### src/rtl/bit_rotator_feed_ctrl.sv
`default_nettype none
// ============================================================================
// Module   : bit_rotator_feed_ctrl
// Brief    : Streams a frame column-major (16-pixel words, col descending per
//            strip) from frame memory through a 2-entry skid FIFO to a rotator.
// Revision : 1.0 - initial release
// ============================================================================
module bit_rotator_feed_ctrl #(
    parameter int frame_width  = 128,
    parameter int frame_height = 128,
    parameter int addr_width   = 10
) (
    input  logic                  clk,
    input  logic                  reset,
    input  logic                  start,
    input  logic                  abort,
    output logic                  busy,
    output logic                  done,
    output logic                  rd_en,
    output logic [addr_width-1:0] rd_addr,
    input  logic [15:0]           rd_data,
    output logic [15:0]           bit_pix,
    output logic                  bit_pix_valid,
    input  logic                  ds_ready
);

    localparam logic [1:0] c_idle  = 2'd0;
    localparam logic [1:0] c_run   = 2'd1;
    localparam logic [1:0] c_drain = 2'd2;
    localparam logic [1:0] c_done  = 2'd3;

    localparam logic [addr_width-1:0] c_col_last   = addr_width'(frame_width - 1);
    localparam logic [addr_width-1:0] c_strip_last = addr_width'(frame_height / 16 - 1);
    localparam logic [addr_width-1:0] c_width      = addr_width'(frame_width);

    logic [1:0]            r_state;
    logic [1:0]            w_next_state;
    logic [addr_width-1:0] r_col;
    logic [addr_width-1:0] r_strip;
    logic [15:0]           r_mem [0:1];
    logic                  r_wr_ptr;
    logic                  r_rd_ptr;
    logic [1:0]            r_count;
    logic                  r_inflight;

    logic                  w_last_addr;
    logic                  w_start_ok;
    logic [1:0]            w_level;
    logic                  w_mem_push;
    logic                  w_mem_pop;

    assign w_last_addr = (r_strip == c_strip_last) && (r_col == '0);
    assign w_start_ok  = (r_state == c_idle) && start && !abort;
    assign w_level     = r_count + {1'b0, r_inflight};
    assign rd_addr     = r_strip * c_width + r_col;

    // Empty FIFO falls through: the word arriving from memory is presented
    // directly, which gives the 2-cycle start latency at full throughput.
    assign bit_pix_valid = ((r_count != 2'd0) || r_inflight) && ds_ready;
    assign bit_pix       = (r_count != 2'd0) ? r_mem[r_rd_ptr] :
                           (r_inflight ? rd_data : 16'h0000);
    assign w_mem_pop     = bit_pix_valid && (r_count != 2'd0);
    assign w_mem_push    = r_inflight && !((r_count == 2'd0) && bit_pix_valid);

    always_ff @(posedge clk or posedge reset) begin
        if (reset) begin
            r_state <= c_idle;
        end else begin
            r_state <= w_next_state;
        end
    end

    always_comb begin
        w_next_state = r_state;
        case (r_state)
            c_idle:  if (w_start_ok) w_next_state = c_run;
            c_run: begin
                if (abort)                    w_next_state = c_idle;
                else if (rd_en && w_last_addr) w_next_state = c_drain;
            end
            c_drain: begin
                if (abort)                                      w_next_state = c_idle;
                else if ((r_count == 2'd0) && !r_inflight)      w_next_state = c_done;
            end
            default: w_next_state = c_idle;
        endcase
    end

    always_comb begin
        busy  = 1'b0;
        done  = 1'b0;
        rd_en = 1'b0;
        case (r_state)
            c_run: begin
                busy  = 1'b1;
                rd_en = (w_level < 2'd2);
            end
            c_drain: busy = 1'b1;
            c_done: begin
                busy = 1'b1;
                done = 1'b1;
            end
            default: ;
        endcase
    end

    always_ff @(posedge clk or posedge reset) begin
        if (reset) begin
            r_col      <= '0;
            r_strip    <= '0;
            r_mem[0]   <= '0;
            r_mem[1]   <= '0;
            r_wr_ptr   <= 1'b0;
            r_rd_ptr   <= 1'b0;
            r_count    <= 2'd0;
            r_inflight <= 1'b0;
        end else if (abort) begin
            // Drop everything, including the word still coming back from memory
            r_col      <= '0;
            r_strip    <= '0;
            r_wr_ptr   <= 1'b0;
            r_rd_ptr   <= 1'b0;
            r_count    <= 2'd0;
            r_inflight <= 1'b0;
        end else begin
            r_inflight <= rd_en;
            if (w_start_ok) begin
                r_col   <= c_col_last;
                r_strip <= '0;
            end else if (rd_en) begin
                if (w_last_addr) begin
                    r_col   <= '0;
                    r_strip <= '0;
                end else if (r_col == '0) begin
                    r_col   <= c_col_last;
                    r_strip <= r_strip + 1'b1;
                end else begin
                    r_col   <= r_col - 1'b1;
                end
            end
            if (w_mem_push) begin
                r_mem[r_wr_ptr] <= rd_data;
                r_wr_ptr        <= ~r_wr_ptr;
            end
            if (w_mem_pop) begin
                r_rd_ptr <= ~r_rd_ptr;
            end
            r_count <= r_count + {1'b0, w_mem_push} - {1'b0, w_mem_pop};
        end
    end

endmodule
`default_nettype wire

### config.mk
export PLATFORM = sky130hd
export DESIGN_NAME = bit_rotator_feed_ctrl
export DESIGN_NICKNAME = d
export VERILOG_FILES = /design/src/rtl/bit_rotator_feed_ctrl.sv
export SDC_FILE = /design/constraint.sdc
export NUM_CORES = 1
export LEC_CHECK = 0
export CAP_MARGIN = 20
export CORE_MARGIN = 8
export CORE_UTILIZATION = 58
export DETAILED_ROUTE_END_ITERATION = 7
export PLACE_DENSITY_LB_ADDON = 0.1
export SYNTH_ARGS = -nofsm -noshare
export SYNTH_HDL_FRONTEND = slang
export SYNTH_SLANG_ARGS = --single-unit
### constraint.sdc
create_clock -name clk -period 3.5 [get_ports clk]
set_clock_uncertainty 0.15 [all_clocks]
set_input_delay 0.525 -clock clk [delete_from_list [all_inputs] [get_ports clk]]
set_output_delay 0.525 -clock clk [all_outputs]
set_load 0.01 [all_outputs]
### Yosys cells after proc, flatten, opt, wreduce, memory -nomap -nowiden

Index checks and enable logic that the tools add are counted.

| operators by class | value |
|---|---|
| add/subtract/negate cells | 6 |
| order comparisons | 4 |
| equal/unequal tests | 7 |
| multiplexer cells | 33 |
| bitwise logic cells | 5 |
| reduce and logical (&&, ||, !) cells | 26 |

Operators with widths:

| cell | number |
|---|---|
| $mux 10 | 10 |
| $mux 16 | 6 |
| $bwmux 32 | 1 |
| $demux 16 s1 | 1 |
| $mux 2 | 6 |
| $add 10x1->10 const B | 1 |
| $add 10x10->10 | 1 |
| $eq 10x3->1 const B | 1 |
| $logic_and 1x1->1 | 10 |
| $logic_not 10->1 | 1 |
| $sub 10x1->10 const B | 1 |
| $mux 1 | 8 |
| $ne 3x3->1 const B | 2 |
| $pmux 2 s3 | 1 |
| $reduce_bool 2->1 | 3 |
| $add 2x1->2 | 2 |
| $eq 2x2->1 const B | 2 |
| $ge 2x2->1 const B | 2 |
| $logic_not 2->1 | 2 |
| $not 1->2 | 2 |
| $reduce_and 2->1 | 2 |
| $reduce_bool 4->1 | 1 |
| $logic_not 1->1 | 3 |
| $not 1->1 | 3 |
| other kinds (9) | 9 |

| word-level totals | value |
|---|---|
| flip-flop bits (word level) | 59 |
| input bits | 21 |

### Logic depth before layout (Yosys ltp)

| logic depth | value |
|---|---|
| word-level depth | 9 |
| mapped depth | 8 |
| depth with buffers taken out | 8 |

### Worst setup path before layout

Ideal clock, no wire load.

| timing | value |
|---|---|
| path type | register -> output |
| start | reg r_rd_ptr |
| end | out bit_pix[10] |
| arrival time | 1.398 ns |
| path slack | 1.427 ns |
| stages on the path, launching flop included | 5 |
| path buffers | 2 |
| path through | dfrtp_1 > buf_2 > buf_1 > mux2i_1 > o21ai_0 |

| on the way | value |
|---|---|
| cells in the longest elaborated chain, start to end | 5 |

Ends and longest elaborated chain:

| what | line | text |
|---|---|---|
| start, declared | 42 | `logic r_rd_ptr;` |
| start signal, assigned | 146 | `r_rd_ptr <= ~r_rd_ptr;` |
| $not 1->2 (not written as such) | 60 | `assign bit_pix = (r_count != 2'd0) ? r_mem[r_rd_ptr] :` |
| $mux 16 (not written as such) (3 in a row) | 60 |  |
| $mux 16 | 60 |  |
| end, declared | 22 | `output logic [15:0] bit_pix,` |

Every way passes these cells. The select of a mux whose other input is x is not followed.

### Worst setup path in the final report

| timing | value |
|---|---|
| start | reg r_inflight |
| end | out rd_en |

| on the way | value |
|---|---|
| cells in the longest elaborated chain, start to end | 3 |

Ends and longest elaborated chain:

| what | line | text |
|---|---|---|
| start, declared | 44 | `logic r_inflight;` |
| start signal, assigned | 126 | `r_inflight <= rd_en;` |
| $add 2x1->2 | 54 | `assign w_level = r_count + {1'b0, r_inflight};` |
| $lt 2x2->1 | 96 | `rd_en = (w_level < 2'd2);` |
| $mux 1 | 93 | `case (r_state)` |
| end, declared | 19 | `output logic rd_en,` |

Every way passes these cells.

==> results_dict.tcl <==
set metrics [dict create \
    status "finished, final reports clean" \
    ant_nets 0 \
    yosysTopAreaCellShare_pct 45.2 \
    die_height_um 91.0 \
    ctsResizeCount 0 \
    worstPathMaxFanout 21 \
    postCtsHoldBufs 0 \
    via_per_inst 5.70 \
    arrival_ps 2320 \
    critical_path_class "reg -> out" \
    ys.flop_type "dfrtp_1" \
    period_share_pct 85.7 \
    fin_crit_ps 3000 \
    finalMaxSlewViolations 0 \
    place.gp.congestion 0.859 \
    cts_root_buf "clkbuf_8" \
    nNetsFinal 387 \
    route.vias.total 2480 \
    rrSetupSlack_ps 1060 \
    fin_setup_tns_ps 0 \
    maxCapViolCount 0 \
    layout_common_cells "59 x dfrtp_1, 50 x clkdlybuf4s50_1, 33 x mux2_2" \
    die_width_um 91.0 \
    hold_viol 0 \
    synth.area.top_cells "dfrtp_1 45%, mux2_2 11%, mux2i_1 5.2%, nand3_1 4.0%, o21ai_0 3.8%" \
    grt-ovfl-total 0 \
    synth_edf_count 0 \
    start_kind "flip-flop" \
    synthCells 314 \
    final_common_cell "dfrtp_1" \
    endpoint_kind "output pin" \
    worstMarginPinSlew_ps 716 \
    area_growth_pct 20.3 \
    critPathRequiredTime_ps 2820 \
    setup_violations 0 \
    synthArstFlopShare_pct 100 \
    core_mm2 0.00547 \
    grt_setup_unrepaired "no" \
    detail_route.iter0.violations 103 \
    syn_nets 342 \
    postSynthAreaPerCell_um2 10.4 \
    routed_wl_mm 7.12 \
    synth_cell_types 49 \
    start_util_pct 59.6 \
    layout-drive-gt1-share_pct 17.6 \
    fp-row-count 27 \
    ys_ff_latch 59 \
    cts_inserted_buffers 9 \
    grt_first_pass_wirelength_mm 12.1 \
    post-route-util_pct 71.7 \
    ir_drop_uv 404 \
    io_buffer_count 50 \
    cts_max_path_buffers 2 \
    clkTransAtPathRegs_ps 60 \
    htreeDepth 3 \
    timing.fmax_mhz 334 \
    setup_ws_ps 502 \
    io_pins 51 \
    synth_warnings 0 \
    postCtsSetupBuffers 0 \
    pre_cts_slack_ps 781 \
    power_per_cell_area_mw_per_mm2 632 \
    synth_area_leader_cell "dfrtp_1" \
    hpwl_mm 5.00 \
    drc_errors 0 \
    max_slew_margin_pct 52.3 \
    clock_latency_ps 330 \
    tritoncts "built" \
    grt_pass1_vias 2613 \
    antenna_found_initial 0 \
    dr.pass1.iters 4 \
    synth_seq_area_share_pct 45.2 \
    holdCritPathClass "reg -> reg" \
    diodes 0 \
    leakage_nw 1.68 \
    wl_per_cell_um 16.4 \
    clkSinkCount 59 \
    grt_use_total_pct 17.7 \
    netlist_area_mm2 0.00326 \
    grt_max_degree 60 \
    dieArea_mm2 0.00828 \
]
-- cells in the mapped netlist (all sizes together) (4+ instances only) --
| library cell | instances |
|---|---|
| or3 | 5 |
| dfrtp | 59 |
| nand2 | 11 |
| o21ai | 27 |
| mux2i | 17 |
| xor2 | 4 |
| a21oi | 17 |
| nor3 | 7 |
| ha | 6 |
| buf | 16 |
| inv | 11 |
| nor2b | 5 |
| mux2 | 33 |
| clkbuf | 5 |
| nor2 | 15 |
| nand3 | 26 |
| nand4 | 4 |
-- power breakdown --
| group | leakage [nW] | total [W] | internal (W) | switching [W] |
|---|---|---|---|---|
| registers | 0.779 | 0.00100 | 0.000850 | 0.000151 |
| logic | 0.812 | 0.000963 | 0.000513 | 0.000450 |
| clock network | 0.0860 | 0.000516 | 0.000269 | 0.000247 |
| total | 1.68 | 0.00248 | 0.00163 | 0.000848 |
-- per-layer routing --
layer / GRT usage [%] / up-vias / share of wire, %
li1: - / 1213 / -
met1: 19.2 / 1202 / 42
met2: 30.5 / 56 / 52
met3: 5.76 / 9 / 5.0
met4: 9.00 / 0 / 1.3
met5: 0 / - / 0
-- stage by stage --
step	area (um2)	hold slack [ps]	power, W	std cells
detailed placement	3770	345	0.00198	420
global placement	3770	338	0.00195	420
finish	3930	355	0.00248	435
CTS	3930	359	0.00250	435
global route	3930	379	0.00265	435
floorplan	3260	330	0.00164	314
-- area by class of cell --
type | instances | area, um2
fillers | 444 | 1550
repair buffers | 55 | 538
flip-flops and latches | 59 | 1480
inverters | 11 | 41.3
clock inverters | 3 | 15.0
clock buffers | 12 | 145
well taps | 72 | 90.1
multi-input cells | 223 | 1620
-- registers in the layout, indices dropped and copies added (netlist names) --
signal	count
r_strip	10
r_inflight	1
r_mem	32
r_wr_ptr	1
r_count	2
r_col	10
r_rd_ptr	1
r_state	2
-- final timing paths --
path,depth (start not counted),from,to
min reg2reg,1,r_mem[1],r_mem[1]
max reg2reg,6,r_inflight,r_strip[9]
max,4,r_inflight,rd_en
max in group asynchronous,3,reset,r_mem[6]
min in group asynchronous,3,reset,r_strip[5]
min,1,r_mem[1],r_mem[1]
-- kinds of logic after synthesis --
| kind of cell | synth area share (%) |
|---|---|
| flops | 45.2 |
| buf+inv | 5.21 |
| fa+ha+maj | 2.91 |
| mux | 16.6 |
| xor+xnor | 1.88 |
| compound gates | 12.3 |
| simple gates | 15.9 |
-- critical path, cell delays in order (launching register included) --
cell and delay (ps):
dfrtp_1 800, nand3_1 190, a21o_1 230, inv_2 180
clkdlybuf4s50_1 590
Note: power is estimated with default switching activity, not from simulation.
